**src/rtl/imem_loader.sv**
```systemverilog
// Boot loader: length-prefixed byte stream -> big-endian 32-bit words written to instruction memory.
// Latency: one WRITE cycle follows the 4th byte of each word; cpu_hold drops the cycle after the last write.
// Backpressure: byte_ready is low during WRITE, DONE and ERR; bytes offered then are left in place upstream.
//
// Ports:
//   clk, rst          clock; asynchronous active-low reset
//   byte_valid/_data  upstream byte stream, handshaken with byte_ready
//   im_we/_addr/_wdata instruction-memory write port (byte address, word aligned)
//   cpu_hold          1 holds the core in reset until the image is complete
//   reload            restart a load from DONE or ERR
//   load_done/_err    image complete / header length too large
//   words_loaded      words written in the current load
module imem_loader #(
  parameter int ADDR_W    = 10,
  parameter int MAX_WORDS = 256
) (
  input  logic              clk,
  input  logic              rst,
  input  logic              byte_valid,
  input  logic [7:0]        byte_data,
  output logic              byte_ready,
  output logic              im_we,
  output logic [ADDR_W-1:0] im_addr,
  output logic [31:0]       im_wdata,
  output logic              cpu_hold,
  input  logic              reload,
  output logic              load_done,
  output logic              load_err,
  output logic [8:0]        words_loaded
);

  typedef enum logic [2:0] {
    LEN_HI = 3'd0,
    LEN_LO = 3'd1,
    DATA   = 3'd2,
    WRITE  = 3'd3,
    DONE   = 3'd4,
    ERR    = 3'd5
  } state_t;

  localparam logic [15:0] MaxLen = 16'(MAX_WORDS);

  state_t            state_q, state_d;
  logic [15:0]       len_q, len_d;
  logic [1:0]        byte_idx_q, byte_idx_d;
  logic [8:0]        word_idx_q, word_idx_d;
  // Holds the first three bytes of the word being assembled; the fourth
  // byte is merged straight into im_wdata on the way into WRITE.
  logic [23:0]       shift_q, shift_d;
  logic [ADDR_W-1:0] im_addr_q, im_addr_d;
  logic [31:0]       im_wdata_q, im_wdata_d;

  logic              xfer;
  logic [15:0]       len_cand;
  logic [15:0]       next_word_cnt;

  assign byte_ready    = (state_q == LEN_HI) || (state_q == LEN_LO) || (state_q == DATA);
  assign xfer          = byte_valid && byte_ready;
  assign len_cand      = {len_q[15:8], byte_data};
  assign next_word_cnt = 16'(word_idx_q) + 16'd1;

  always_comb begin
    state_d    = state_q;
    len_d      = len_q;
    byte_idx_d = byte_idx_q;
    word_idx_d = word_idx_q;
    shift_d    = shift_q;
    im_addr_d  = im_addr_q;
    im_wdata_d = im_wdata_q;

    case (state_q)
      LEN_HI: begin
        if (xfer) begin
          len_d[15:8] = byte_data;
          state_d     = LEN_LO;
        end
      end

      LEN_LO: begin
        if (xfer) begin
          len_d      = len_cand;
          byte_idx_d = 2'd0;
          word_idx_d = 9'd0;
          if (len_cand == 16'd0) begin
            state_d = DONE;
          end else if (len_cand > MaxLen) begin
            state_d = ERR;
          end else begin
            state_d = DATA;
          end
        end
      end

      DATA: begin
        if (xfer) begin
          if (byte_idx_q == 2'd3) begin
            // Address and data are registered here so they stay stable
            // after the write strobe drops.
            im_wdata_d = {shift_q, byte_data};
            im_addr_d  = ADDR_W'({word_idx_q, 2'b00});
            byte_idx_d = 2'd0;
            state_d    = WRITE;
          end else begin
            shift_d    = {shift_q[15:0], byte_data};
            byte_idx_d = byte_idx_q + 2'd1;
          end
        end
      end

      WRITE: begin
        word_idx_d = word_idx_q + 9'd1;
        state_d    = (next_word_cnt == len_q) ? DONE : DATA;
      end

      DONE, ERR: begin
        if (reload) begin
          // Memory contents and the last write address/data are kept;
          // only the load bookkeeping restarts.
          state_d    = LEN_HI;
          byte_idx_d = 2'd0;
          word_idx_d = 9'd0;
          shift_d    = 24'd0;
        end
      end

      default: begin
        state_d = LEN_HI;
      end
    endcase
  end

  always_ff @(posedge clk or negedge rst) begin
    if (!rst) begin
      state_q    <= LEN_HI;
      len_q      <= 16'd0;
      byte_idx_q <= 2'd0;
      word_idx_q <= 9'd0;
      shift_q    <= 24'd0;
      im_addr_q  <= '0;
      im_wdata_q <= 32'd0;
    end else begin
      state_q    <= state_d;
      len_q      <= len_d;
      byte_idx_q <= byte_idx_d;
      word_idx_q <= word_idx_d;
      shift_q    <= shift_d;
      im_addr_q  <= im_addr_d;
      im_wdata_q <= im_wdata_d;
    end
  end

  // All status outputs decode directly from the state register, so reset
  // drives them to their idle values without waiting for a clock.
  assign im_we        = (state_q == WRITE);
  assign im_addr      = im_addr_q;
  assign im_wdata     = im_wdata_q;
  assign cpu_hold     = (state_q != DONE);
  assign load_done    = (state_q == DONE);
  assign load_err     = (state_q == ERR);
  assign words_loaded = word_idx_q;

endmodule

```
**config.mk**
```make
export PLATFORM = sky130hd
export DESIGN_NAME = imem_loader
export DESIGN_NICKNAME = d
export VERILOG_FILES = /design/src/rtl/imem_loader.sv
export SDC_FILE = /design/constraint.sdc
export NUM_CORES = 1
export LEC_CHECK = 0
export ABC_AREA = 1
export CORE_ASPECT_RATIO = 2
export CORE_UTILIZATION = 48
export DETAILED_ROUTE_END_ITERATION = 8
export PLACE_DENSITY = 0.76
export SETUP_SLACK_MARGIN = 0.3
export SYNTH_ARGS = -nofsm -noshare
export SYNTH_HDL_FRONTEND = slang
export SYNTH_SLANG_ARGS = --single-unit
```
**constraint.sdc**
```tcl
create_clock -name clk -period 1.5 [get_ports clk]
set_input_delay 0.375 -clock clk [delete_from_list [all_inputs] [get_ports clk]]
set_output_delay 0.375 -clock clk [all_outputs]
set_load 0.05 [all_outputs]
```
==> results.sh <==
export IMPL_track_usage=0.318
export IMPL_via_per_inst=6.86
export IMPL_grt_pass1_vias=4165
export IMPL_grt_use_met2=0.539
export IMPL_initial_utilization=0.495
export IMPL_clock_sink_count=94
export IMPL_cts_max_level=3
export IMPL_antenna_found_initial=0
export IMPL_p_switching_w=0.00498
export IMPL_fin_worst_skew_ps=10.8
export IMPL_netlist_instances=470
export IMPL_coreArea_um2=8230
export IMPL_cts_tree="done"
export IMPL_rr_startpoint="words_loaded[0]$_DFFE_PN0P_"
export IMPL_pwr_share_clk=0.246
export IMPL_use_met1=0.322
export IMPL_drc=5
export IMPL_die_w_um=67.1
export IMPL_area_delta_synth_final_pct=91.1
export IMPL_endpoint_kind="flop"
export IMPL_synth_edf_count=0
export IMPL_firstDrtPassIters=9
export IMPL_yosysUniqueCellTypes=28
export IMPL_finalCritPeriodShare=1.70
export IMPL_path_class="flop to flop"
export IMPL_hold_viol_final=0
export IMPL_synth_top_cell_area_share=0.577
export IMPL_setup_viol_count_final=93
export IMPL_synth_area_per_cell_um2=8.67
export IMPL_p_int_w=0.00710
export IMPL_synth_area_leaders="dfrtp_1, nand2_1, o21ai_0, inv_1, o22ai_1"
export IMPL_insertedDiodeCount=0
export IMPL_postPlaceCellArea_um2=5810
export IMPL_p_leak_nw=3.44
export IMPL_comb_power_share=0.460
export IMPL_portBuffers=65
export IMPL_setup_ws_ps=-1060
export IMPL_crit_path_start="words_loaded[0]$_DFFE_PN0P_"
export IMPL_rsz0062_at_grt="true"
export IMPL_maxCapViolCount=0
export IMPL_yosys_area_top_type="dfrtp_1"
export IMPL_drt_iter0_markers=1028
export IMPL_postLayoutCellArea_um2=7790
export IMPL_ys_seq_area_frac=0.577
export IMPL_gp_congestion=0.884
export IMPL_synthTopCellsByCount="nand2_1, dfrtp_1, inv_1, o21ai_0, o22ai_1"
export IMPL_synthFlopType="dfrtp_1"
export IMPL_synth_most_common_cell="nand2_1"
export IMPL_synthArstFlopShare=1.00
export IMPL_crit_arrival_ps=2780
export IMPL_ant_nets=0
export IMPL_ys_ff_latch=94
export IMPL_rows=47
export IMPL_grt_ovfl_total=0
export IMPL_clk_latency_ps=370
export IMPL_grt_start_max_net_pins=38
export IMPL_preCtsSetupSlack_ps=-348
export IMPL_grt_pass1_wl_um=20600
export IMPL_clk_path_buf_depth=2
export IMPL_final_cells=737
export IMPL_peakVddDrop_uv=1270
export IMPL_busiest_layer="met2"
export IMPL_yosys_warnings=0
export IMPL_wire_per_inst_um=31.5
export IMPL_dpl_hpwl_um=7970
export IMPL_cp_max_fo=7
export IMPL_sw_frac_of_total=0.412
export IMPL_hold_path_class="input port to asynchronous set/reset pin"
export IMPL_dp_cells=658
export IMPL_die_y_um=132
export IMPL_postLayoutCoreUtil=0.946
export IMPL_violations="DRC, setup timing"
export IMPL_cts_root_buf="clkbuf_16"
export IMPL_pwr_share_seq=0.294
export IMPL_max_freq_mhz=391
export IMPL_synth_area_um2=4070
export IMPL_status="finished with violations"
export IMPL_vias=5055
export IMPL_drive_gt1_frac=0.595
export IMPL_drv_slew=0
export IMPL_dieArea_um2=8880
export IMPL_clk_pin_slew_ps=80
export IMPL_io_pins=68
export IMPL_nets=648
export IMPL_cts_buffers=9
export IMPL_wirelength_um=23200
export IMPL_grt_util_met3=0.0562
export IMPL_crit_required_ps=1720
export IMPL_min_period_ps=2560
export IMPL_cp_start_kind="flop"
export IMPL_power_density_nw_per_um2=1550
==> sequential cells by signal, indices dropped and copies added, names as in the netlist <==
name and flops:
byte_idx_q 2, im_wdata 32, words_loaded 9, state_q 3, shift_q 24, im_addr 8
len_q 16
==> area by class of cell <==
| type | instances | area (um2) |
|---|---|---|
| clock buffers | 9 | 225 |
| well taps | 98 | 123 |
| multi-input cells | 294 | 2290 |
| repair buffers | 168 | 2360 |
| fillers | 212 | 447 |
| clock inverters | 7 | 143 |
| flip-flops and latches | 94 | 2400 |
| inverters | 67 | 254 |
==> path summary, 6_finish.rpt <==
| path | end | slack, ps | cells past startpoint |
|---|---|---|---|
| max | state_q[1]$_DFFE_PN0P_ | -1060 | 14 |
| min | len_q[8]$_DFFE_PN0P_ | 460 | 2 |
| max reg2reg | state_q[1]$_DFFE_PN0P_ | -1060 | 14 |
| min reg2reg | len_q[12]$_DFFE_PN0P_ | 540 | 2 |
| max in group asynchronous | words_loaded[1]$_DFFE_PN0P_ | 500 | 3 |
| min in group clk | len_q[12]$_DFFE_PN0P_ | 540 | 2 |
==> power by group through the flow <==
stage               clock network, W  registers (W)  logic (W)
floorplan                          0        0.00362    0.00162
global placement                   0        0.00333    0.00324
detailed placement                 0        0.00336    0.00333
CTS                          0.00281        0.00335    0.00362
global route                 0.00304        0.00357    0.00570
finish                       0.00297        0.00355    0.00556
==> layer usage <==
layer	wire length [um]	up-vias
met1	6910	2391
li1	-	1846
met5	0	-
met4	2760	0
met3	2750	260
met2	10800	558
==> cell usage in the layout (no fill, tap or decap), types with 2 or more instances in the layout <==
cell type | synthesis | routed
o22ai_2 | 0 | 20
nand3_1 | 25 | 20
dfrtp_1 | 94 | 59
buf_4 | 2 | 64
clkdlybuf4s50_1 | 0 | 10
o22ai_4 | 0 | 4
a21oi_1 | 5 | 4
nor2_2 | 5 | 4
nand3_2 | 2 | 5
o21ai_2 | 0 | 49
o22ai_1 | 27 | 3
nand4_1 | 3 | 3
bufinv_16 | 0 | 4
buf_12 | 0 | 64
nor2_1 | 19 | 11
nor2_4 | 3 | 12
nand3_4 | 0 | 2
inv_6 | 0 | 2
clkbuf_16 | 0 | 19
buf_6 | 0 | 17
dfrtp_2 | 0 | 34
nand2_4 | 0 | 47
inv_2 | 2 | 8
conb_1 | 1 | 2
nand3b_1 | 3 | 3
nand2_2 | 3 | 14
o21ai_1 | 6 | 13
nand2_1 | 124 | 66
o21ai_0 | 59 | 3
inv_1 | 64 | 57
==> what timing repair did <==
action | in CTS | in global routing
endpoints found under the hold margin | 13 | 0
cloned | 1 | 15
pin swaps | 4 | 12
buffers inserted | 7 | 39
resized for setup | 19 | 242
setup endpoints to repair | 148 | 148
hold buffers | 1 | 0
==> cell families (layout without fill, tap and decap cells) <==
family                   after synthesis  count (layout)  share of synthesized area
flip-flops                            94              94                      0.577
buffers and inverters                 83             251                     0.0795
adder cells (fa/ha/maj)                2               2                    0.00614
other                                  1               2                   0.000920
AO/OA/AOI/OAI                        101             101                      0.135
AND/OR/NAND/NOR                      189             189                      0.201
==> worst max-delay path, stage by stage, from the launching register on <==
cell	delay, ps
dfrtp_4	440
buf_6	160
inv_1	120
nor2_1	210
nand2_1	100
nand2_1	120
nand3_1	220
nand2_1	140
nand2_1	80
nor2_2	150
nand2_1	70
nand2_1	70
nand2_1	130
nand2_1	240
nand2_1	140
==> through the flow <==
stage          hold WS (ps)  TNS (ps)  power [W]
3_5_place_dp            269    -10800    0.00669
2_1_floorplan          79.4      -564    0.00525
6_report                458    -19940     0.0121
4_1_cts                 449     -4140    0.00977
3_3_place_gp            265     -9140    0.00657
5_1_grt                 463    -22770     0.0123
(Power assumes the default switching activity.)
